File: config.mk
export PLATFORM = sky130hd
export DESIGN_NAME = prga
export DESIGN_NICKNAME = d
export VERILOG_FILES = /design/src/rtl/prga.sv
export SDC_FILE = /design/constraint.sdc
export NUM_CORES = 1
export LEC_CHECK = 0
export ABC_CLOCK_PERIOD_IN_PS = 2300
export BUFFER_PORTS_ARGS = -buffer_cell sky130_fd_sc_hd__buf_2
export CORE_UTILIZATION = 52
export DETAILED_ROUTE_END_ITERATION = 7
export PLACE_DENSITY = 0.86
export SLEW_MARGIN = 10
export SYNTH_ARGS = -nofsm -noshare
export SYNTH_HDL_FRONTEND = slang
export SYNTH_SLANG_ARGS = --single-unit
File: constraint.sdc
create_clock -name clk_i -period 2.3 [get_ports clk_i]
set_input_delay 0.46 -clock clk_i [delete_from_list [all_inputs] [get_ports clk_i]]
set_output_delay 0.46 -clock clk_i [all_outputs]
set_load 0.05 [all_outputs]
File: src/rtl/prga.sv
// ARC4 pseudo-random generation stage: walks the scheduled S-box, swaps entries and
// XORs the keystream with the length-prefixed ciphertext to produce the plaintext.
//
// state  | meaning
// IDLE   | rdy high, waiting for en
// RD_LEN | ciphertext length byte addressed
// WR_LEN | length copied to PT[0]; stop here if it is zero
// RD_SI  | S[i+1] addressed, i advances
// RD_SJ  | S[i] arrives, j advances, S[j] addressed
// SW_I   | S[j] arrives and is written to S[i]
// SW_J   | old S[i] written to S[j]
// RD_PAD | keystream byte S[si+sj] and CT[k] addressed
// WR_PT  | PT[k] written; loop or finish
// DONE   | one dead cycle before returning to IDLE
module prga (
    input  logic       clk_i,
    input  logic       rst_n_i,
    input  logic       en_i,
    output logic       rdy_o,
    output logic [7:0] s_addr_o,
    input  logic [7:0] s_rddata_i,
    output logic [7:0] s_wrdata_o,
    output logic       s_wren_o,
    output logic [7:0] ct_addr_o,
    input  logic [7:0] ct_rddata_i,
    output logic [7:0] pt_addr_o,
    output logic [7:0] pt_wrdata_o,
    output logic       pt_wren_o
);

    typedef enum logic [3:0] {
        IDLE,
        RD_LEN,
        WR_LEN,
        RD_SI,
        RD_SJ,
        SW_I,
        SW_J,
        RD_PAD,
        WR_PT,
        DONE
    } state_t;

    state_t     state_q;
    logic [7:0] i_q, j_q, k_q, len_q;
    logic [7:0] si_q, sj_q;
    logic       rdy_q;
    logic       s_wren_q, pt_wren_q;
    logic [7:0] s_addr_q, s_wdat_q, ct_addr_q, pt_addr_q;

    logic [7:0] i_d, j_d, k_d, pad_addr_d;

    assign i_d        = i_q + 8'd1;
    assign j_d        = j_q + s_rddata_i;
    assign k_d        = k_q + 8'd1;
    assign pad_addr_d = si_q + sj_q;

    always_ff @(posedge clk_i) begin
        if (!rst_n_i) begin
            state_q   <= IDLE;
            rdy_q     <= 1'b1;
            i_q       <= 8'd0;
            j_q       <= 8'd0;
            k_q       <= 8'd0;
            len_q     <= 8'd0;
            si_q      <= 8'd0;
            sj_q      <= 8'd0;
            s_wren_q  <= 1'b0;
            pt_wren_q <= 1'b0;
            s_addr_q  <= 8'd0;
            s_wdat_q  <= 8'd0;
            ct_addr_q <= 8'd0;
            pt_addr_q <= 8'd0;
        end else begin
            s_wren_q  <= 1'b0;
            pt_wren_q <= 1'b0;
            case (state_q)
                IDLE: begin
                    if (en_i) begin
                        state_q   <= RD_LEN;
                        rdy_q     <= 1'b0;
                        i_q       <= 8'd0;
                        j_q       <= 8'd0;
                        k_q       <= 8'd0;
                        ct_addr_q <= 8'd0;
                    end
                end
                RD_LEN: begin
                    state_q   <= WR_LEN;
                    pt_addr_q <= 8'd0;
                    pt_wren_q <= 1'b1;
                end
                WR_LEN: begin
                    len_q <= ct_rddata_i;
                    if (ct_rddata_i == 8'd0) begin
                        state_q <= DONE;
                    end else begin
                        k_q      <= 8'd1;
                        s_addr_q <= i_d;
                        state_q  <= RD_SI;
                    end
                end
                RD_SI: begin
                    i_q     <= i_d;
                    state_q <= RD_SJ;
                end
                // i_q already holds the advanced index here, so SW_I can address it directly
                RD_SJ: begin
                    si_q     <= s_rddata_i;
                    j_q      <= j_d;
                    s_addr_q <= i_q;
                    s_wren_q <= 1'b1;
                    state_q  <= SW_I;
                end
                SW_I: begin
                    sj_q     <= s_rddata_i;
                    s_addr_q <= j_q;
                    s_wdat_q <= si_q;
                    s_wren_q <= 1'b1;
                    state_q  <= SW_J;
                end
                SW_J: begin
                    s_addr_q  <= pad_addr_d;
                    ct_addr_q <= k_q;
                    state_q   <= RD_PAD;
                end
                RD_PAD: begin
                    pt_addr_q <= k_q;
                    pt_wren_q <= 1'b1;
                    state_q   <= WR_PT;
                end
                WR_PT: begin
                    if (k_q == len_q) begin
                        state_q <= DONE;
                    end else begin
                        k_q      <= k_d;
                        s_addr_q <= i_d;
                        state_q  <= RD_SI;
                    end
                end
                DONE: begin
                    rdy_q   <= 1'b1;
                    state_q <= IDLE;
                end
                default: begin
                    rdy_q   <= 1'b1;
                    state_q <= IDLE;
                end
            endcase
        end
    end

    // Read data is only valid in the cycle that consumes it, so these paths bypass the registers.
    assign s_addr_o    = (state_q == RD_SJ) ? j_d : s_addr_q;
    assign s_wrdata_o  = (state_q == SW_I) ? s_rddata_i : s_wdat_q;
    assign pt_wrdata_o = (state_q == WR_PT) ? (s_rddata_i ^ ct_rddata_i) : ct_rddata_i;

    assign rdy_o     = rdy_q;
    assign s_wren_o  = s_wren_q;
    assign pt_wren_o = pt_wren_q;
    assign ct_addr_o = ct_addr_q;
    assign pt_addr_o = pt_addr_q;

endmodule

-- Word-level counts from Yosys, hierarchy flattened
Cells that the tools add are included.
- register bits after elaboration: 87
- bitwise operators: 2
- mux-type cells: 22
- equal/unequal tests: 12
- add/subtract/negate cells: 4
- reduce and logical (&&, ||, !) cells: 17
- operators with widths (cell ; number):
    2-to-1 mux 8 bit ; 8
    one-hot mux 8 bit (2 select lines) ; 4
    one-hot mux 8 bit (5 select lines) ; 1
    one-hot mux 4 bit (9 select lines) ; 1
    one-hot mux 8 bit (3 select lines) ; 1
    adder 8 x 1 -> 8 bit (second input constant) ; 2
    adder 8 bit ; 2
    equality test 4 x 3 -> 1 bit (second input constant) ; 4
    2-to-1 mux 4 bit ; 3
    equality test 4 x 2 -> 1 bit (second input constant) ; 2
    equality test 8 bit ; 1
    zero test 8 bit ; 1
    AND reduction 2 bit ; 4
    nonzero test 2 bit ; 4
    OR reduction 8 bit ; 1
    XOR 8 bit ; 1
    inequality test 2 bit (second input constant) ; 3
    nonzero test 5 bit ; 1
    equality test 4 x 1 -> 1 bit (second input constant) ; 1
    equality test 4 bit (second input constant) ; 1
    zero test 4 bit ; 1
    AND reduction 4 bit ; 1
    OR reduction 2 bit ; 2
    2-to-1 mux 1 bit ; 3
    4 further kinds ; 4

-- Depth between registers and ports, before layout
- word-level depth: 4
- mapped depth: 9

-- Worst setup path before layout
Ideal clock, no wire load.
- path kind: input-to-output
- from: input port s_rddata_i[0]
- to: output port s_addr_o[6]
- arrival time: 2.074 ns
- buffers on the path: 0
- path slack: -0.234 ns
- stages: 8
- path through: ha_1 > fa_1 > a21o_1 > a21oi_1 > o21ai_0 > xor2_1 > nand2_1 > nand2_1
- word-level cells in the longest chain between the ends: 2
- ends and longest elaborated chain (item ; RTL line ; RTL):
    start: declaration ; 21 ; input logic [7:0] s_rddata_i,
    adder 8 bit ; 54 ; assign j_d = j_q + s_rddata_i;
    2-to-1 mux 8 bit ; 154 ; assign s_addr_o = (state_q == RD_SJ) ? j_d : s_addr_q;
    end: declaration ; 20 ; output logic [7:0] s_addr_o,
Every way passes these cells.

-- Worst setup path in the final report
- from: register j_q[3]
- to: output port s_addr_o[7]
- word-level cells in the longest chain between the ends: 2
- ends and longest elaborated chain (item ; RTL line ; RTL):
    start: declaration ; 45 ; logic [7:0] i_q, j_q, k_q, len_q;
    start signal: assignment ; 110 ; j_q <= j_d;
    adder 8 bit ; 54 ;
    2-to-1 mux 8 bit ; 154 ;
Every way passes these cells.

==> metrics <==
status=finished, violations left; violated checks=negative setup slack; Num CTS Buffers=9; Slew @ Worst Pin=0.853 ns; f_max=385 MHz; clk sinks=87; global-route wire length before repair=19.7 mm; Synth area leaders=dfxtp_1, nand2_1, a21oi_1; PortBufs=61; share of layout cells above drive strength 1=24.8%; Setup CP Type=reg2out; Startpoint Class=flop; register area share after synthesis=39.1%; final setup TNS=-0.913 ns; CTS tree=built; flops & latches, synth=87; syn nets=612; GRT overflow=0; ANT cells=0; root buffer cell=clkbuf_8; initial antenna violation count=0; Mapped Cells=575; syn_area_per_cell=7.76 um2; Yosys top cell by area=dfxtp_1; GP Congestion=0.893; Vias=4532; fin crit period=2.60 ns; worst vdd rail ir drop=477 uV; Die Span Y=94.6 um; Die W=94.6 um; RSZ-0062 raised after global routing=true; Tcrit/Tclk final=113%; Max-slew headroom=42.9%; DP Wirelength=9.21 mm; library cells used by synthesis=52; DR iter-0 viols=292; flop2flop setup slack=0.10 ns; post-synth top area share=39.1%; Worst Skew=0.0126 ns; DR WL/cell=16.4 um; Placed Cells=749; final net count=696; main flop type after synthesis=dfxtp_1; clock buffer depth=2; Leak Pwr=0.00229 uW; CP Max Fanout=2; WP data arrival=2.14 ns; final setup vio count=4; DRC viols=0; PD cells=586 mW/mm2; Initial Utilization=54.0%; die area=0.00895 mm2; core box area=0.00826 mm2; DRT Pass-1 Iters=5; Hold Violations, Final=0; Hold Crit Class=in2reg; synthesized area=0.00446 mm2; worst skew pair latency=0.36 ns; ys async rst share=0%; Routed WL=12.6 mm; vias per inst=5.89; Reg clk slew, reported paths=0.09 ns; CP required=1.84 ns; pins over their slew limit=0; fin cells=769; CTS H-tree lvls=3; max_cap viols=0; Area growth, synth to finish=25.4%; row count=33; post-route ant nets=0; critical path endpoint category=output port; YS warnings=0; post-route setup slack=-0.300 ns; largest net degree at the start of global routing=38; Post-synth EDFFs=0; GR Util All Layers=28.5%; vias in the first global route=4212; I/O pin count=62
==> cell usage in the layout, fill, tap and decap left out, drive strengths merged, types with 4 or more instances in the layout <==
cell type	Yosys	routed
or3	4	4
a22oi	22	22
xor2	9	9
a21oi	57	57
buf	11	103
clkbuf	19	10
inv	6	7
nor2	60	60
xnor2	29	29
nand2	140	140
and2	4	4
nand2b	6	6
nor4	4	4
dfxtp	87	87
nor3	19	19
ha	16	16
nand3	11	11
nor2b	5	5
o21ai	24	24
==> where the power goes <==
| group | leakage (uW) | switching (uW) | total [uW] | internal [uW] |
|---|---|---|---|---|
| Clock | 0.000107 | 568 | 1190 | 620 |
| Combinational | 0.00148 | 339 | 521 | 183 |
| Sequential | 0.000706 | 31.4 | 1570 | 1540 |
| Total | 0.00229 | 939 | 3280 | 2340 |
==> registers in the layout, summed over array words and instances (netlist names) <==
signal	cells
pt_wren_o	1
pt_addr_o	8
k_q	8
s_addr_q	8
rdy_o	1
j_q	8
sj_q	8
s_wren_o	1
ct_addr_o	8
len_q	8
s_wdat_q	8
state_q	4
i_q	8
si_q	8
==> stage by stage <==
step / hold slack [ns] / setup slack, ns / power, uW / utilization [%] / instance area [um2]
finish: 0.385 / -0.300 / 3280 / 67.7 / 5590
global placement: 0.447 / -0.363 / 2060 / 62.1 / 5130
floorplan: 0.439 / -0.120 / 1930 / - / 4540
detailed placement: 0.454 / -0.467 / 2080 / 62.1 / 5130
global route: 0.370 / -0.388 / 3390 / 67.7 / 5590
CTS: 0.379 / -0.375 / 3260 / 66.6 / 5500
==> layer usage <==
metal	part of all wire [%]	vias up	wire (um)	track usage (%)
met5	0	-	0	0
met4	2.6	0	331	12.4
met3	5.8	34	729	5.88
met2	51	178	6460	50.7
met1	41	2175	5130	32.9
li1	-	2145	-	-
==> cell usage after synthesis, types with 3 or more instances <==
| cell type | n |
|---|---|
| nor2_1 | 60 |
| ha_1 | 16 |
| and3_1 | 3 |
| a311oi_1 | 3 |
| a21oi_1 | 57 |
| clkbuf_1 | 19 |
| xnor2_1 | 29 |
| a221oi_1 | 3 |
| xor2_1 | 9 |
| and2_1 | 4 |
| buf_2 | 7 |
| nand2_1 | 140 |
| dfxtp_1 | 87 |
| nor2b_1 | 5 |
| nand3_1 | 11 |
| a22oi_1 | 22 |
| nand2b_1 | 6 |
| nor4_1 | 3 |
| or3_1 | 4 |
| o21ai_0 | 22 |
| inv_1 | 5 |
| nor3_1 | 18 |
==> area by class of cell <==
cell class	count	area, um2
fill	668	2670
timing repair buffer	103	714
multi-input combinational	452	2750
clock inverter	6	93.8
clock buffer	10	128
tap	105	131
sequential	87	1750
inverter	6	22.5
==> cells by family after synthesis <==
family	Yosys count	synth area share [%]
simple gates	262	25.2
compound gates	132	18.7
flops	87	39.1
xor+xnor	38	7.46
buf+inv	36	3.73
fa+ha+maj	18	5.39
mux	2	0.449
==> worst max-delay path: stages (launching register included) <==
cell	delay (ns)
dfxtp_1	0.38
ha_1	0.25
o21a_1	0.23
a2111oi_4	0.31
nor3_2	0.09
mux2i_2	0.25
nand2_2	0.12
buf_8	0.16
==> timing repair <==
action / 4_1_cts / 5_1_grt
resized for setup: 40 / 24
setup endpoints to repair: 25 / 19
endpoints found under the hold margin: 0 / 0
pin swaps: 6 / 8
setup buffers: 4 / 0
hold buffers: 0 / 0
==> final timing paths <==
path | from | endpoint | cells past startpoint
max | j_q[3] | s_addr_o[7] | 7
min | ct_rddata_i[1] | len_q[1] | 3
max reg2reg | si_q[0] | s_addr_q[6] | 8
min reg2reg | sj_q[5] | sj_q[5] | 2
(Power assumes the default switching activity.)
